[config.mk]
export PLATFORM = sky130hd
export DESIGN_NAME = spram_frame_arbiter_flat
export DESIGN_NICKNAME = d
export VERILOG_FILES = /design/src/rtl/spram_frame_arbiter_pkg.sv /design/src/rtl/spram_frame_arbiter_if.sv /design/src/rtl/spram_frame_arbiter_fifo.sv /design/src/rtl/spram_frame_arbiter.sv /design/src/flat_wrapper.sv
export SDC_FILE = /design/constraint.sdc
export NUM_CORES = 1
export LEC_CHECK = 0
export CAP_MARGIN = 20
export CORE_ASPECT_RATIO = 1.25
export CORE_MARGIN = 5
export CORE_UTILIZATION = 50
export CTS_CLUSTER_DIAMETER = 150
export DETAILED_ROUTE_END_ITERATION = 16
export PLACE_DENSITY_LB_ADDON = 0.15
export RECOVER_POWER = 100
export SLEW_MARGIN = 15
export SYNTH_ARGS = -nofsm -noshare
export SYNTH_HDL_FRONTEND = slang
export SYNTH_SLANG_ARGS = --single-unit
[constraint.sdc]
create_clock -name clk -period 3.5 [get_ports clk]
set_input_delay 0.7 -clock clk [delete_from_list [all_inputs] [get_ports clk]]
set_output_delay 0.7 -clock clk [all_outputs]
set_load 0.005 [all_outputs]
[src/rtl/spram_frame_arbiter_pkg.sv]
// Shared types and default sizes for the SPRAM frame-buffer arbiter.
// Used by the write FIFO, the bus interface and the arbiter top.
package fb_arb_pkg;

   localparam int ADDR_W_DEF      = 14;
   localparam int FRAME_WORDS_DEF = 9600;
   localparam int FIFO_DEPTH_DEF  = 4;
   localparam int ENTRY_W         = ADDR_W_DEF + 16;

   typedef enum logic {
      CLEAR = 1'b0,
      RUN   = 1'b1
   } arb_state_e;

   typedef enum logic [1:0] {
      READ  = 2'd0,
      WRITE = 2'd1,
      IDLE  = 2'd2
   } slot_e;

   // A FIFO entry carries the word address above the 16-bit data word.
   function automatic int entry_w(input int addr_w);
      return addr_w + 16;
   endfunction

endpackage

[src/rtl/spram_frame_arbiter_if.sv]
// Camera/VGA/SPRAM signal bundle for the frame arbiter.
// The master side is the surrounding system; the slave side is the arbiter.
interface spram_frame_arbiter_if #(parameter int ADDR_W = fb_arb_pkg::ADDR_W_DEF);

   logic              frame_start;
   logic              wr_valid;
   logic [7:0]        wr_pixel;
   logic              rd_req;
   logic [ADDR_W-1:0] rd_addr;
   logic [15:0]       rd_data;
   logic              rd_data_valid;
   logic [ADDR_W-1:0] spram_ad;
   logic [15:0]       spram_di;
   logic              spram_we;
   logic [15:0]       spram_do;

   modport master (
      output frame_start, wr_valid, wr_pixel, rd_req, rd_addr, spram_do,
      input  rd_data, rd_data_valid, spram_ad, spram_di, spram_we
   );

   modport slave (
      input  frame_start, wr_valid, wr_pixel, rd_req, rd_addr, spram_do,
      output rd_data, rd_data_valid, spram_ad, spram_di, spram_we
   );

endinterface

[src/rtl/spram_frame_arbiter_fifo.sv]
// fb_wr_fifo: small synchronous FIFO holding packed words awaiting a write slot.
// Push and pop may coincide, even when full (the pop frees the slot first).
module fb_wr_fifo #(
   parameter int WIDTH = fb_arb_pkg::ENTRY_W,
   parameter int DEPTH = fb_arb_pkg::FIFO_DEPTH_DEF
) (
   input  logic             clk,
   input  logic             rst,
   input  logic             push,
   input  logic             pop,
   input  logic [WIDTH-1:0] din,
   output logic [WIDTH-1:0] dout,
   output logic             full,
   output logic             empty
);

   localparam int PTR_W = $clog2(DEPTH);

   logic [WIDTH-1:0] mem_r [DEPTH];
   logic [PTR_W:0]   wr_ptr_r;
   logic [PTR_W:0]   rd_ptr_r;
   logic             do_pop_s;
   logic             do_push_s;

   // Extra pointer bit distinguishes full from empty when the indices match.
   assign empty     = (wr_ptr_r == rd_ptr_r);
   assign full      = (wr_ptr_r[PTR_W] != rd_ptr_r[PTR_W]) &&
                      (wr_ptr_r[PTR_W-1:0] == rd_ptr_r[PTR_W-1:0]);
   assign do_pop_s  = pop && !empty;
   assign do_push_s = push && (!full || do_pop_s);
   assign dout      = mem_r[rd_ptr_r[PTR_W-1:0]];

   // Read and write pointers
   always_ff @(posedge clk or posedge rst) begin
      if (rst) begin
         wr_ptr_r <= '0;
         rd_ptr_r <= '0;
      end else begin
         if (do_push_s) wr_ptr_r <= wr_ptr_r + 1'b1;
         if (do_pop_s)  rd_ptr_r <= rd_ptr_r + 1'b1;
      end
   end

   // Entry storage
   always_ff @(posedge clk) begin
      if (do_push_s) mem_r[wr_ptr_r[PTR_W-1:0]] <= din;
   end

endmodule

[src/rtl/spram_frame_arbiter.sv]
// Shares one SP256K between the camera pixel packer and the VGA reader; reads win every cycle.
// Optional power-up zero sweep of the frame buffer is built when SPRAM_CLEAR_EN is defined.
module spram_frame_arbiter
   import fb_arb_pkg::*;
#(
   parameter int ADDR_W      = ADDR_W_DEF,
   parameter int FRAME_WORDS = FRAME_WORDS_DEF,
   parameter int FIFO_DEPTH  = FIFO_DEPTH_DEF
) (
   input  logic                   clk,
   input  logic                   rst,
   spram_frame_arbiter_if.slave   bus,
   output logic                   busy,
   output logic                   overflow
);

   localparam int                EW        = entry_w(ADDR_W);
   localparam logic [ADDR_W-1:0] LAST_ADDR = ADDR_W'(FRAME_WORDS - 1);

   arb_state_e        state_s;
   slot_e             slot_s;
   logic [ADDR_W-1:0] clr_addr_s;
   logic [ADDR_W-1:0] wr_addr_r;
   logic [7:0]        lo_byte_r;
   logic              have_lo_r;
   logic              pix_en_s;
   logic              push_s;
   logic              pop_s;
   logic              full_s;
   logic              empty_s;
   logic [EW-1:0]     push_entry_s;
   logic [EW-1:0]     pop_entry_s;
   logic [ADDR_W-1:0] wr_ad_s;
   logic [15:0]       wr_di_s;
   logic [ADDR_W-1:0] spram_ad_r;
   logic [15:0]       spram_di_r;
   logic              spram_we_r;
   logic              rd_pend_r;
   logic              rd_data_valid_r;
   logic              overflow_r;

`ifdef SPRAM_CLEAR_EN
   arb_state_e        state_r;
   arb_state_e        state_nx_s;
   logic [ADDR_W-1:0] clr_addr_r;
   logic              busy_r;

   // Sweep state, sweep address and busy flag
   always_ff @(posedge clk or posedge rst) begin
      if (rst) begin
         state_r    <= CLEAR;
         clr_addr_r <= '0;
         busy_r     <= 1'b1;
      end else begin
         state_r <= state_nx_s;
         busy_r  <= (state_nx_s == CLEAR);
         if ((state_r == CLEAR) && (slot_s == WRITE)) clr_addr_r <= clr_addr_r + 1'b1;
      end
   end

   // Leave the sweep once the last frame address has been given a write slot
   always_comb begin
      state_nx_s = state_r;
      case (state_r)
         CLEAR: begin
            if (!bus.rd_req && (clr_addr_r == LAST_ADDR)) state_nx_s = RUN;
            else                                          state_nx_s = CLEAR;
         end
         RUN:     state_nx_s = RUN;
         default: state_nx_s = RUN;
      endcase
   end

   assign state_s    = state_r;
   assign clr_addr_s = clr_addr_r;
   assign busy       = busy_r;
`else
   assign state_s    = RUN;
   assign clr_addr_s = '0;
   assign busy       = 1'b0;
`endif

   // Slot choice: read first, then sweep or FIFO write, otherwise idle
   always_comb begin
      slot_s  = IDLE;
      pop_s   = 1'b0;
      wr_ad_s = pop_entry_s[EW-1:16];
      wr_di_s = pop_entry_s[15:0];
      if (bus.rd_req) begin
         slot_s = READ;
      end else if (state_s == CLEAR) begin
         slot_s  = WRITE;
         wr_ad_s = clr_addr_s;
         wr_di_s = 16'h0000;
      end else if (!empty_s) begin
         slot_s = WRITE;
         pop_s  = 1'b1;
      end else begin
         slot_s = IDLE;
      end
   end

   // Pixels are ignored during the sweep; frame_start drops any held low byte
   always_comb begin
      pix_en_s     = bus.wr_valid && (state_s == RUN);
      push_s       = pix_en_s && have_lo_r && !bus.frame_start;
      push_entry_s = {wr_addr_r, bus.wr_pixel, lo_byte_r};
   end

   // Pixel pairing and frame write address
   always_ff @(posedge clk or posedge rst) begin
      if (rst) begin
         wr_addr_r <= '0;
         lo_byte_r <= 8'h00;
         have_lo_r <= 1'b0;
      end else begin
         if (pix_en_s && (bus.frame_start || !have_lo_r)) lo_byte_r <= bus.wr_pixel;
         if (bus.frame_start) begin
            wr_addr_r <= '0;
            have_lo_r <= pix_en_s;
         end else if (pix_en_s) begin
            have_lo_r <= !have_lo_r;
            if (have_lo_r) wr_addr_r <= (wr_addr_r == LAST_ADDR) ? '0 : wr_addr_r + 1'b1;
         end
      end
   end

   fb_wr_fifo #(
      .WIDTH (EW),
      .DEPTH (FIFO_DEPTH)
   ) u_fifo (
      .clk   (clk),
      .rst   (rst),
      .push  (push_s),
      .pop   (pop_s),
      .din   (push_entry_s),
      .dout  (pop_entry_s),
      .full  (full_s),
      .empty (empty_s)
   );

   // SPRAM port registers, read-valid pipeline and sticky overflow
   always_ff @(posedge clk or posedge rst) begin
      if (rst) begin
         spram_ad_r      <= '0;
         spram_di_r      <= 16'h0000;
         spram_we_r      <= 1'b0;
         rd_pend_r       <= 1'b0;
         rd_data_valid_r <= 1'b0;
         overflow_r      <= 1'b0;
      end else begin
         rd_pend_r       <= (slot_s == READ);
         rd_data_valid_r <= rd_pend_r;
         overflow_r      <= overflow_r | (push_s & full_s & ~pop_s);
         case (slot_s)
            READ: begin
               spram_ad_r <= bus.rd_addr;
               spram_we_r <= 1'b0;
            end
            WRITE: begin
               spram_ad_r <= wr_ad_s;
               spram_di_r <= wr_di_s;
               spram_we_r <= 1'b1;
            end
            IDLE:    spram_we_r <= 1'b0;
            default: spram_we_r <= 1'b0;
         endcase
      end
   end

   assign bus.spram_ad      = spram_ad_r;
   assign bus.spram_di      = spram_di_r;
   assign bus.spram_we      = spram_we_r;
   assign bus.rd_data_valid = rd_data_valid_r;
   assign bus.rd_data       = bus.spram_do;
   assign overflow          = overflow_r;

endmodule
[src/flat_wrapper.sv]
// flat-port wrapper written by rule: the top's interface ports become plain ports
module spram_frame_arbiter_flat import fb_arb_pkg::*;
#(
   parameter int ADDR_W      = ADDR_W_DEF,
   parameter int FRAME_WORDS = FRAME_WORDS_DEF,
   parameter int FIFO_DEPTH  = FIFO_DEPTH_DEF
)
  (clk, rst, busy, overflow, bus_frame_start, bus_wr_valid, bus_wr_pixel, bus_rd_req, bus_rd_addr, bus_spram_do, bus_rd_data, bus_rd_data_valid, bus_spram_ad, bus_spram_di, bus_spram_we);
  spram_frame_arbiter_if #(.ADDR_W(ADDR_W)) bus_i ();
  input  logic clk;
  input  logic rst;
  output logic busy;
  output logic overflow;
  input wire logic [$bits(bus_i.frame_start)-1:0] bus_frame_start;
  input wire logic [$bits(bus_i.wr_valid)-1:0] bus_wr_valid;
  input wire logic [$bits(bus_i.wr_pixel)-1:0] bus_wr_pixel;
  input wire logic [$bits(bus_i.rd_req)-1:0] bus_rd_req;
  input wire logic [$bits(bus_i.rd_addr)-1:0] bus_rd_addr;
  input wire logic [$bits(bus_i.spram_do)-1:0] bus_spram_do;
  output wire logic [$bits(bus_i.rd_data)-1:0] bus_rd_data;
  output wire logic [$bits(bus_i.rd_data_valid)-1:0] bus_rd_data_valid;
  output wire logic [$bits(bus_i.spram_ad)-1:0] bus_spram_ad;
  output wire logic [$bits(bus_i.spram_di)-1:0] bus_spram_di;
  output wire logic [$bits(bus_i.spram_we)-1:0] bus_spram_we;
  assign bus_i.frame_start = bus_frame_start;
  assign bus_i.wr_valid = bus_wr_valid;
  assign bus_i.wr_pixel = bus_wr_pixel;
  assign bus_i.rd_req = bus_rd_req;
  assign bus_i.rd_addr = bus_rd_addr;
  assign bus_i.spram_do = bus_spram_do;
  assign bus_rd_data = bus_i.rd_data;
  assign bus_rd_data_valid = bus_i.rd_data_valid;
  assign bus_spram_ad = bus_i.spram_ad;
  assign bus_spram_di = bus_i.spram_di;
  assign bus_spram_we = bus_i.spram_we;
  spram_frame_arbiter #(.ADDR_W(ADDR_W), .FRAME_WORDS(FRAME_WORDS), .FIFO_DEPTH(FIFO_DEPTH)) u_core (.clk(clk), .rst(rst), .bus(bus_i), .busy(busy), .overflow(overflow));
endmodule
# After elaboration in Yosys (flattened, before gate mapping)
# Memories as Yosys holds them, arrays and structs flattened.
# Cells that the tools add are included.
[word_totals]
reg_bits = 63
latchBits = 0
ramBits = 120
mem_bits_ro = 0
wordCells = 55
n_memories = 1
[mem_list]
columns = ["memory", "depth", "width", "read_ports", "rd_clocked_by_memory_dff", "write_ports", "line", "rtl"]
rows = [
  ["u_core.u_fifo.mem_r", 4, 30, 1, 0, 1, "spram_frame_arbiter_fifo.sv:19", "logic [WIDTH-1:0] mem_r [DEPTH];"],
]
[classes]
addsub = 3
n_mul = 0
n_div = 0
order_cmp = 0
n_eq_ne = 5
shift = 0
n_mux = 14
bitwise = 4
reduce_logical = 17
[op_table]
columns = ["cell", "n"]
rows = [
  ["14-bit 2-to-1 mux", 4],
  ["14-bit one-hot mux with 2 select lines", 1],
  ["14-bit by 1-bit adder with 14-bit output, second input constant", 1],
  ["14-bit == test, second input constant", 1],
  ["1-bit 2-to-1 mux", 7],
  ["3-bit by 1-bit adder with 3-bit output, second input constant", 2],
  ["1-bit logical AND", 6],
  ["2-bit nonzero test", 3],
  ["1-bit logical NOT", 4],
  ["2-bit 2-to-1 mux", 2],
  ["3-bit == test", 1],
  ["1-bit AND", 2],
  ["2-bit by 1-bit == test with 1-bit output, second input constant", 1],
  ["2-bit == test", 1],
  ["2-bit logical NOT", 1],
  ["1-bit logical OR", 2],
  ["2-bit AND reduction", 1],
  ["1-bit != test", 1],
  ["1-bit inverter", 1],
  ["1-bit bitwise OR", 1],
]

# Longest topological paths before layout
# Gate-level depths: netlist (run 1).
[logic_depth]
depth_word = 8
ltp_mapped = 6
ltp_nobuf = 5

# Modules after synthesis
# From an unflattened synthesis (run 1), not the netlist that was laid out.
[unflattened]
hier_cells = 426
hier_area_um2 = 7437.1
[modules_own_cells]
columns = ["module", "n_inst", "cells_each", "area_per_inst_um2", "seq_area_each_um2"]
rows = [
  ["fb_wr_fifo", 1, 194, 4768.3, 3753.6],
  ["spram_frame_arbiter", 1, 232, 2668.8, 1426.4],
]

# Worst setup path before layout (run 1)
# OpenSTA, ideal clock, no wires.
[synth_timing]
path_type = "input port to flip-flop"
start = "in bus_wr_valid"
end = "mem u_core.u_fifo.mem_r[3][0] in the netlist's numbering (enable)"
setup_time_ns = 0.391
t_arrival_ns = 2.079
path_slack_ns = 1.030
stages = 4
n_path_buf = 1
cell_sequence = "buf_6 -> and3b_1 -> o41a_1 -> and2_1"
[synth_via]
elab_chain_cells = 5
[synth_rtl]
columns = ["element", "line", "rtl"]
rows = [
  ["from (decl)", "flat_wrapper.sv:15", "input wire logic [$bits(bus_i.wr_valid)-1:0] bus_wr_valid;"],
  ["1-bit logical AND (2 in series)", "spram_frame_arbiter.sv:106", "push_s = pix_en_s && have_lo_r && !bus.frame_start;"],
  ["1-bit logical AND", "spram_frame_arbiter_fifo.sv:30", "assign do_push_s = push && (!full || do_pop_s);"],
  ["1-bit 2-to-1 mux", "spram_frame_arbiter_fifo.sv:46", "if (do_push_s) mem_r[wr_ptr_r[PTR_W-1:0]] <= din;"],
  ["1-bit 2-to-1 mux (implied by the code)", "spram_frame_arbiter_fifo.sv:46", ""],
  ["to (decl)", "spram_frame_arbiter_fifo.sv:19", ""],
]
# No other way between the ends.

# Final worst setup path (run 1)
[layout_timing]
start = "in bus_frame_start"
end = "mem u_core.u_fifo.mem_r[1][9] in the netlist's numbering (enable)"
[layout_via]
elab_chain_cells = 5
[layout_rtl]
columns = ["element", "line", "rtl"]
rows = [
  ["from (decl)", "flat_wrapper.sv:14", "input wire logic [$bits(bus_i.frame_start)-1:0] bus_frame_start;"],
  ["1-bit logical NOT", "spram_frame_arbiter.sv:106", ""],
  ["1-bit logical AND", "spram_frame_arbiter.sv:106", ""],
  ["1-bit logical AND", "spram_frame_arbiter_fifo.sv:30", ""],
  ["1-bit 2-to-1 mux", "spram_frame_arbiter_fifo.sv:46", ""],
  ["1-bit 2-to-1 mux (implied by the code)", "spram_frame_arbiter_fifo.sv:46", ""],
]
# No other way between the ends.

==> impl_results.md, run 1 <==
- Outcome: complete, no violations
- Library cells used by synthesis: 50
- Yosys warnings: 0
- Core area: 14400 µm²
- RSZ-0062 raised after global routing: false
- Post-route ant nets: 0
- FF/Latch Area: 5180 µm²
- Largest net degree at the start of global routing: 34
- Post-DP Area: 8030 µm²
- Share of cells above drive strength 1: 20.3%
- Initial DRC count: 241
- Fill cells: 1084
- Design Area, Final: 8630 µm²
- Hold Crit Depth: 0
- Period utilization: 78.1%
- Peak Freq: 366 MHz
- CTS root buf: clkbuf_16
- GPL Wtd Cong: 0.861
- Final Max Slew Viols: 0
- DP HPWL: 8.53 mm
- CTS H-tree lvls: 4
- Flop2flop setup slack: 1.04 ns
- Crit Reg-Reg Startpoint: u_core.u_fifo.wr_ptr_r[1]
- Worst vdd rail ir drop: 0.000429 V
- Slowest cell delay on critical path: 0.69 ns
- Power Internal: 4780 µW
- Flop pwr share: 43.6%
- Relative slew slack: 14.6%
- GRT Overall Usage: 16.4%
- Hold worst-path end: u_core.bus.rd_data_valid
- Comb pwr share: 25.6%
- Die ar.: 17200 µm²
- Clock Pin Slew Worst Setup and Hold Paths: 0.06 ns
- Worst-Skew Late Latency: 0.42 ns
- Most frequent cells in the layout: edfxtp_1, dfrtp_1, dlygate4sd3_1, mux4_2, nand2_1
- Antenna cell count: 0
- First-pass GRT wire length: 21.8 mm
- DRC: 0
- Final setup violation count: 0
- Die Y-Extent: 146 µm
- CTS tree: built
- TritonCTS Sinks: 183
- CTS buffer count: 17
- Crit start category: input pin
- Max-cap violations: 0
- IO Count: 93
- Crit. End Element: register
- Synth Cell Area: 7350 µm²
- Min cycle time layout: 2.73 ns
- Clk buf depth: 2
- Rows: 49
- Post-synth top area cell: edfxtp_1
- Asr flop ratio synth: 34.4%
- Synthesized netlist cell count: 421
- Initial Util: 51.0%
- Most common cell after layout, fill and taps aside: edfxtp_1
- Total number of vias: 3761
- Switching share of power: 25.7%
- P&R area growth vs syn: 17.5%
- Number of global-route vias before repair: 3980
- Routed length per instance: 20.1 µm
- Synth Flop Type: edfxtp_1
- Power share of the clock group: 30.8%
- Post-Route WL: 13.4 mm
- TNS Setup: 0 ns
- Worst hold path type: register to register
- Min-delay src: u_core.rd_pend_r
- Power per Cell Area: 746 nW/µm²
- Final #Nets: 524
- Post-CTS Setup Repair Bufs: 0
- Delay-heaviest family, CP: buffers and inverters
- Static leakage: 0.00307 µW
- Via-per-instance ratio: 5.65
- Slowest stage cell, crit path: clkbuf_2
- Design Power: 6440 µW
- Post-Place Cells: 634
- Hold Fails Final Rpt: 0
- Resize count post-CTS: 0
- Top cells by area, synth: edfxtp_1, dfrtp_1, mux4_2
- Max Clock Skew: 0.00668 ns
- Router iterations before antenna repair: 4
- CP required: 3.54 ns
- # hold bufs at CTS: 0
- Post-synthesis net count: 470
- Width of the die: 118 µm
- Max FO, Critical Path: 30
- Synth top area share: 49.0%
- Gr ovfl total: 0
- Critical path cell sequence: dlygate4sd3_1 -> and3b_1 -> o41a_1 -> and2_0 -> clkbuf_2
- Fin cells: 666
- Crit path kind: input pin to register
- Critical Path AT: 2.78 ns
- Psw: 1660 µW
- Multi-input gate area: 1900 µm²
- Slew of the pin with the lowest slew margin: 1.28 ns
- Synthesis-stage register bit count: 183
- # port buffers: 59
- Sequential area share after synthesis: 70.5%
- Avg Inst Size Synth: 17.5 µm²
- Initial antenna violation count: 0
- Critical R2R Capture: u_core.bus.spram_di[14]
- Final core occ: 59.9%
- Post-synth EDFFs: 120
- Worst R2R Path Depth: 4
- CP bufs+invs: 2
## worst max path at each step
stage	slack, ns	from	depth (start not counted)	end
global placement	0.74	bus_wr_valid	5	u_core.u_fifo.mem_r[0][14]
floorplan	1.03	bus_wr_valid	4	u_core.u_fifo.mem_r[3][0]
global route	0.58	bus_frame_start	5	u_core.u_fifo.mem_r[1][9]
CTS	1.13	bus_wr_valid	5	u_core.u_fifo.mem_r[1][9]
detailed placement	0.68	bus_wr_valid	5	u_core.u_fifo.mem_r[1][9]
finish	0.77	bus_frame_start	5	u_core.u_fifo.mem_r[1][9]
## area by class of cell
class / count / area share [%]
clock buffers: 26 / 6.02
clock inverters: 6 / 1.29
multi-input cells: 196 / 22.1
inverters: 7 / 0.304
repair buffers: 70 / 7.73
flip-flops and latches: 183 / 60.0
well taps: 178 / 2.58
## metrics by stage
stage                     worst slack, ns  hold WS, ns
final                               0.766        0.358
after global routing                0.577        0.372
after detailed placement            0.677        0.351
after floorplan                      1.03        0.331
after CTS                            1.13        0.365
after global placement              0.740        0.333
## power by group through the flow
| stage | Combinational [µW] | Sequential, µW | Clock, µW |
|---|---|---|---|
| final | 1650 | 2810 | 1980 |
| after global routing | 1810 | 2850 | 2120 |
| after CTS | 1770 | 2820 | 2030 |
| after detailed placement | 1770 | 2860 | 0 |
| after global placement | 1740 | 2850 | 0 |
| after floorplan | 1120 | 2840 | 0 |
## cell families after synthesis
kind of cell,synth area share [%]
compound gates,3.34
xor+xnor,1.31
fa+ha+maj,1.02
buf+inv,3.51
flops,70.5
mux,15.1
other cells,0.0510
simple gates,5.19
## sequential cells by signal (all words and copies together), names as in the netlist
register and cells:
u_core.bus.rd_data_valid 1, u_core.bus.spram_ad 14, u_core.bus.spram_di 16, u_core.bus.spram_we 1, u_core.have_lo_r 1, u_core.lo_byte_r 8, u_core.overflow 1, u_core.rd_pend_r 1
u_core.u_fifo.mem_r 120, u_core.u_fifo.rd_ptr_r 3, u_core.u_fifo.wr_ptr_r 3, u_core.wr_addr_r 14
## Yosys cell counts, drive strengths merged, types with 2 or more instances
cell type / count
edfxtp: 120
dfrtp: 63
mux4: 30
nand2: 29
buf: 26
mux2: 25
o21ai: 22
mux2i: 15
clkbuf: 9
nand3: 8
inv: 7
ha: 6
xor2: 6
nand4: 5
xnor2: 5
and2: 4
nor2: 4
nor3: 4
a21oi: 3
a22oi: 2
a31oi: 2
nand3b: 2
nand4b: 2
or3: 2
or4: 2
## routing by layer
layer | vias up | track usage (%) | wire, µm
li1 | 1706 | - | -
met2 | 82 | 27.1 | 7070
met3 | 19 | 3.62 | 498
met1 | 1954 | 21.1 | 5570
met4 | 0 | 6.86 | 260
met5 | - | 0 | 0
No activity file was read; power rests on OpenSTA's default activity.
==> run 2, diff against run 1 <==
clock period = 2.33 ns   (was 3.5 ns; I/O delays follow)
==> run 2 against run 1 <==
Combinational power grew 55%. Critical endpoint is now u_core.lo_byte_r[6]. Worst setup slack lost 0.54 ns. Highest routed layer unchanged. Sequential power grew 49%. Register-to-register slack lost 0.72 ns. Critical path depth grew 1. Clock power grew 41%.
==> impl_results.md, run 2 (same netlist as run 1, synthesis figures left out) <==
- Design Power: 9540 µW (+48%)
- M1 WL: 5.37 mm (-3.6%)
- Min cycle time layout: 2.10 ns
- Routed wire length on met2: 7.20 mm (+1.9%)
- CTS root buf: clkbuf_16
- # hold bufs at CTS: 0 (unchanged)
- Antenna cell count: 0 (unchanged)
- P&R area growth vs syn: 18.7%
- Number of global-route vias before repair: 4049 (+1.7%)
- Width of the die: 118 µm (unchanged)
- Initial antenna violation count: 0 (unchanged)
- Post-DP Area: 8190 µm² (+2.0%)
- Worst R2R Path Depth: 4 (unchanged)
- Die Y-Extent: 146 µm (unchanged)
- Post-route ant nets: 0 (unchanged)
- Crit path from: bus_frame_start
- Max Clock Skew: 0.00835 ns (+0.00167 ns)
- Static leakage: 0.00312 µW (+1.4%)
- First-pass GRT wire length: 22.0 mm (+0.98%)
- Design Area, Final: 8720 µm² (+1.0%)
- Peak Freq: 476 MHz
- GRT Overall Usage: 16.8% (+0.35 points)
- Fin cells: 676 (+1.5%)
- Die ar.: 17200 µm² (unchanged)
- Initial Util: 51.0% (unchanged)
- Period utilization: 90.1%
- Fill cells: 1068 (-1.5%)
- Largest net degree at the start of global routing: 33 (-2.9%)
- Post-Place Cells: 644 (+1.6%)
- Worst vdd rail ir drop: 0.000599 V (+40%)
- Router iterations before antenna repair: 4 (unchanged)
- Relative slew slack: 27.5% (+13 points)
- Rows: 49 (unchanged)
- Worst-Skew Late Latency: 0.43 ns (about the same)
- Post-Route WL: 13.6 mm (+1.8%)
- Clock Pin Slew Worst Setup and Hold Paths: 0.06 ns (about the same)
- Hold Fails Final Rpt: 0 (unchanged)
- Crit Reg-Reg Startpoint: u_core.wr_addr_r[2]
- Max-cap violations: 0 (unchanged)
- # port buffers: 59 (unchanged)
- TritonCTS Sinks: 183 (unchanged)
- Final setup violation count: 0 (unchanged)
- Max FO, Critical Path: 8 (-73%)
- Crit. End Element: register
- Crit path to: u_core.lo_byte_r[6]
- IO Count: 93 (unchanged)
- Top sig layer: met4
- DP HPWL: 8.93 mm (+4.7%)
- Power per Cell Area: 1090 nW/µm² (+47%)
- Critical Path AT: 2.41 ns (-0.37 ns)
- Clk buf depth: 2 (unchanged)
- TNS Setup: 0 ns (unchanged)
- Resize count post-CTS: 0 (unchanged)
- Core area: 14400 µm² (unchanged)
- Post-CTS Setup Repair Bufs: 0 (unchanged)
- Via-per-instance ratio: 5.66 (+0.20%)
- CTS H-tree lvls: 4 (unchanged)
- Slew of the pin with the lowest slew margin: 1.09 ns (-0.194 ns)
- Total number of vias: 3825 (+1.7%)
- CP required: 2.64 ns (-0.90 ns)
- Crit start category: input pin
- GPL Wtd Cong: 0.820 (-4.8%)
- Share of cells above drive strength 1: 21.7% (+1.4 points)
- Most frequent cells in the layout: edfxtp_1, dfrtp_1, dlygate4sd3_1, mux4_2, nand2_1
- Met3 wire length: 624 µm (+25%)
- Critical R2R Capture: u_core.wr_addr_r[11]
- CTS buffer count: 17 (unchanged)
- Outcome: complete, no violations
- Final Max Slew Viols: 0 (unchanged)
- CTS tree: built
- Flop2flop setup slack: 0.32 ns (-0.72 ns)
- Max reg flops: 120 (unchanged)
- Routed length per instance: 20.2 µm (+0.29%)
- Initial DRC count: 173 (-28%)
- Most common cell after layout, fill and taps aside: edfxtp_1
- RSZ-0062 raised after global routing: false
- Crit path kind: input pin to register
- DRC: 0 (unchanged)
- Worst hold path type: register to register
- Gr ovfl total: 0 (unchanged)
- Final #Nets: 534 (+1.9%)
-- run 2: cell count changes in the layout (fill, tap and decap cells not counted), moves of 2 or more --
| cell | previous run | this run |
|---|---|---|
| buf_12 | 1 | 6 |
| buf_4 | 4 | 8 |
| clkbuf_8 | 6 | 2 |
| clkinv_2 | 1 | 3 |
| clkinvlp_4 | 1 | 4 |
-- run 2: critical path, cell delays in order --
cell,delay (ns)
dlygate4sd3_1,0.55
clkbuf_1,0.19
nand2b_1,0.21
nand2_1,0.11
clkbuf_1,0.47
mux2_2,0.41
-- run 2: final cells by class --
class	count	area [µm²]	area share (%)
flip-flops and latches	183	5180	59.4
multi-input cells	196	1900	21.8
repair buffers	80	803	9.21
clock buffers	20	457	5.24
well taps	178	223	2.55
clock inverters	12	126	1.45
inverters	7	26.3	0.301
-- run 2: layer usage --
metal	vias to the layer above	global-route usage, %
met4	0	8.56
met2	115	28.4
met5	-	0
met1	1941	19.9
met3	37	3.89
li1	1732	-
-- run 2: metrics by stage --
step / util, % / hold WS (ns) / worst slack (ns)
2_1_floorplan: - / 0.331 / 0.00300
3_3_place_gp: 56.8 / 0.333 / 0.128
3_5_place_dp: 56.8 / 0.335 / 0.121
4_1_cts: 60.9 / 0.350 / 0.392
5_1_grt: 60.5 / 0.371 / 0.180
6_report: 60.5 / 0.349 / 0.230
-- run 2: report_power, final --
part | total (µW) | internal (µW) | leakage, µW | switching, µW
sequential | 4200 | 3960 | 0.00188 | 236
combinational | 2550 | 1410 | 0.000962 | 1140
clock | 2790 | 1630 | 0.000276 | 1160
total | 9540 | 7000 | 0.00312 | 2540
-- run 2: worst min path at each step --
stage	cells past startpoint	slack (ns)	endpoint	startpoint
3_3_place_gp	0	0.33	u_core.bus.rd_data_valid	u_core.rd_pend_r
2_1_floorplan	0	0.33	u_core.bus.rd_data_valid	u_core.rd_pend_r
6_report	0	0.35	u_core.bus.rd_data_valid	u_core.rd_pend_r
4_1_cts	0	0.35	u_core.bus.rd_data_valid	u_core.rd_pend_r
3_5_place_dp	0	0.33	u_core.bus.rd_data_valid	u_core.rd_pend_r
5_1_grt	0	0.37	u_core.bus.rd_data_valid	u_core.rd_pend_r
==> run 3, diff against run 2 <==
CTS_CLUSTER_SIZE = 10   (was default)
==> results of run 3 <==
The final DEF is identical to that of run 2; final timing and power are the same.
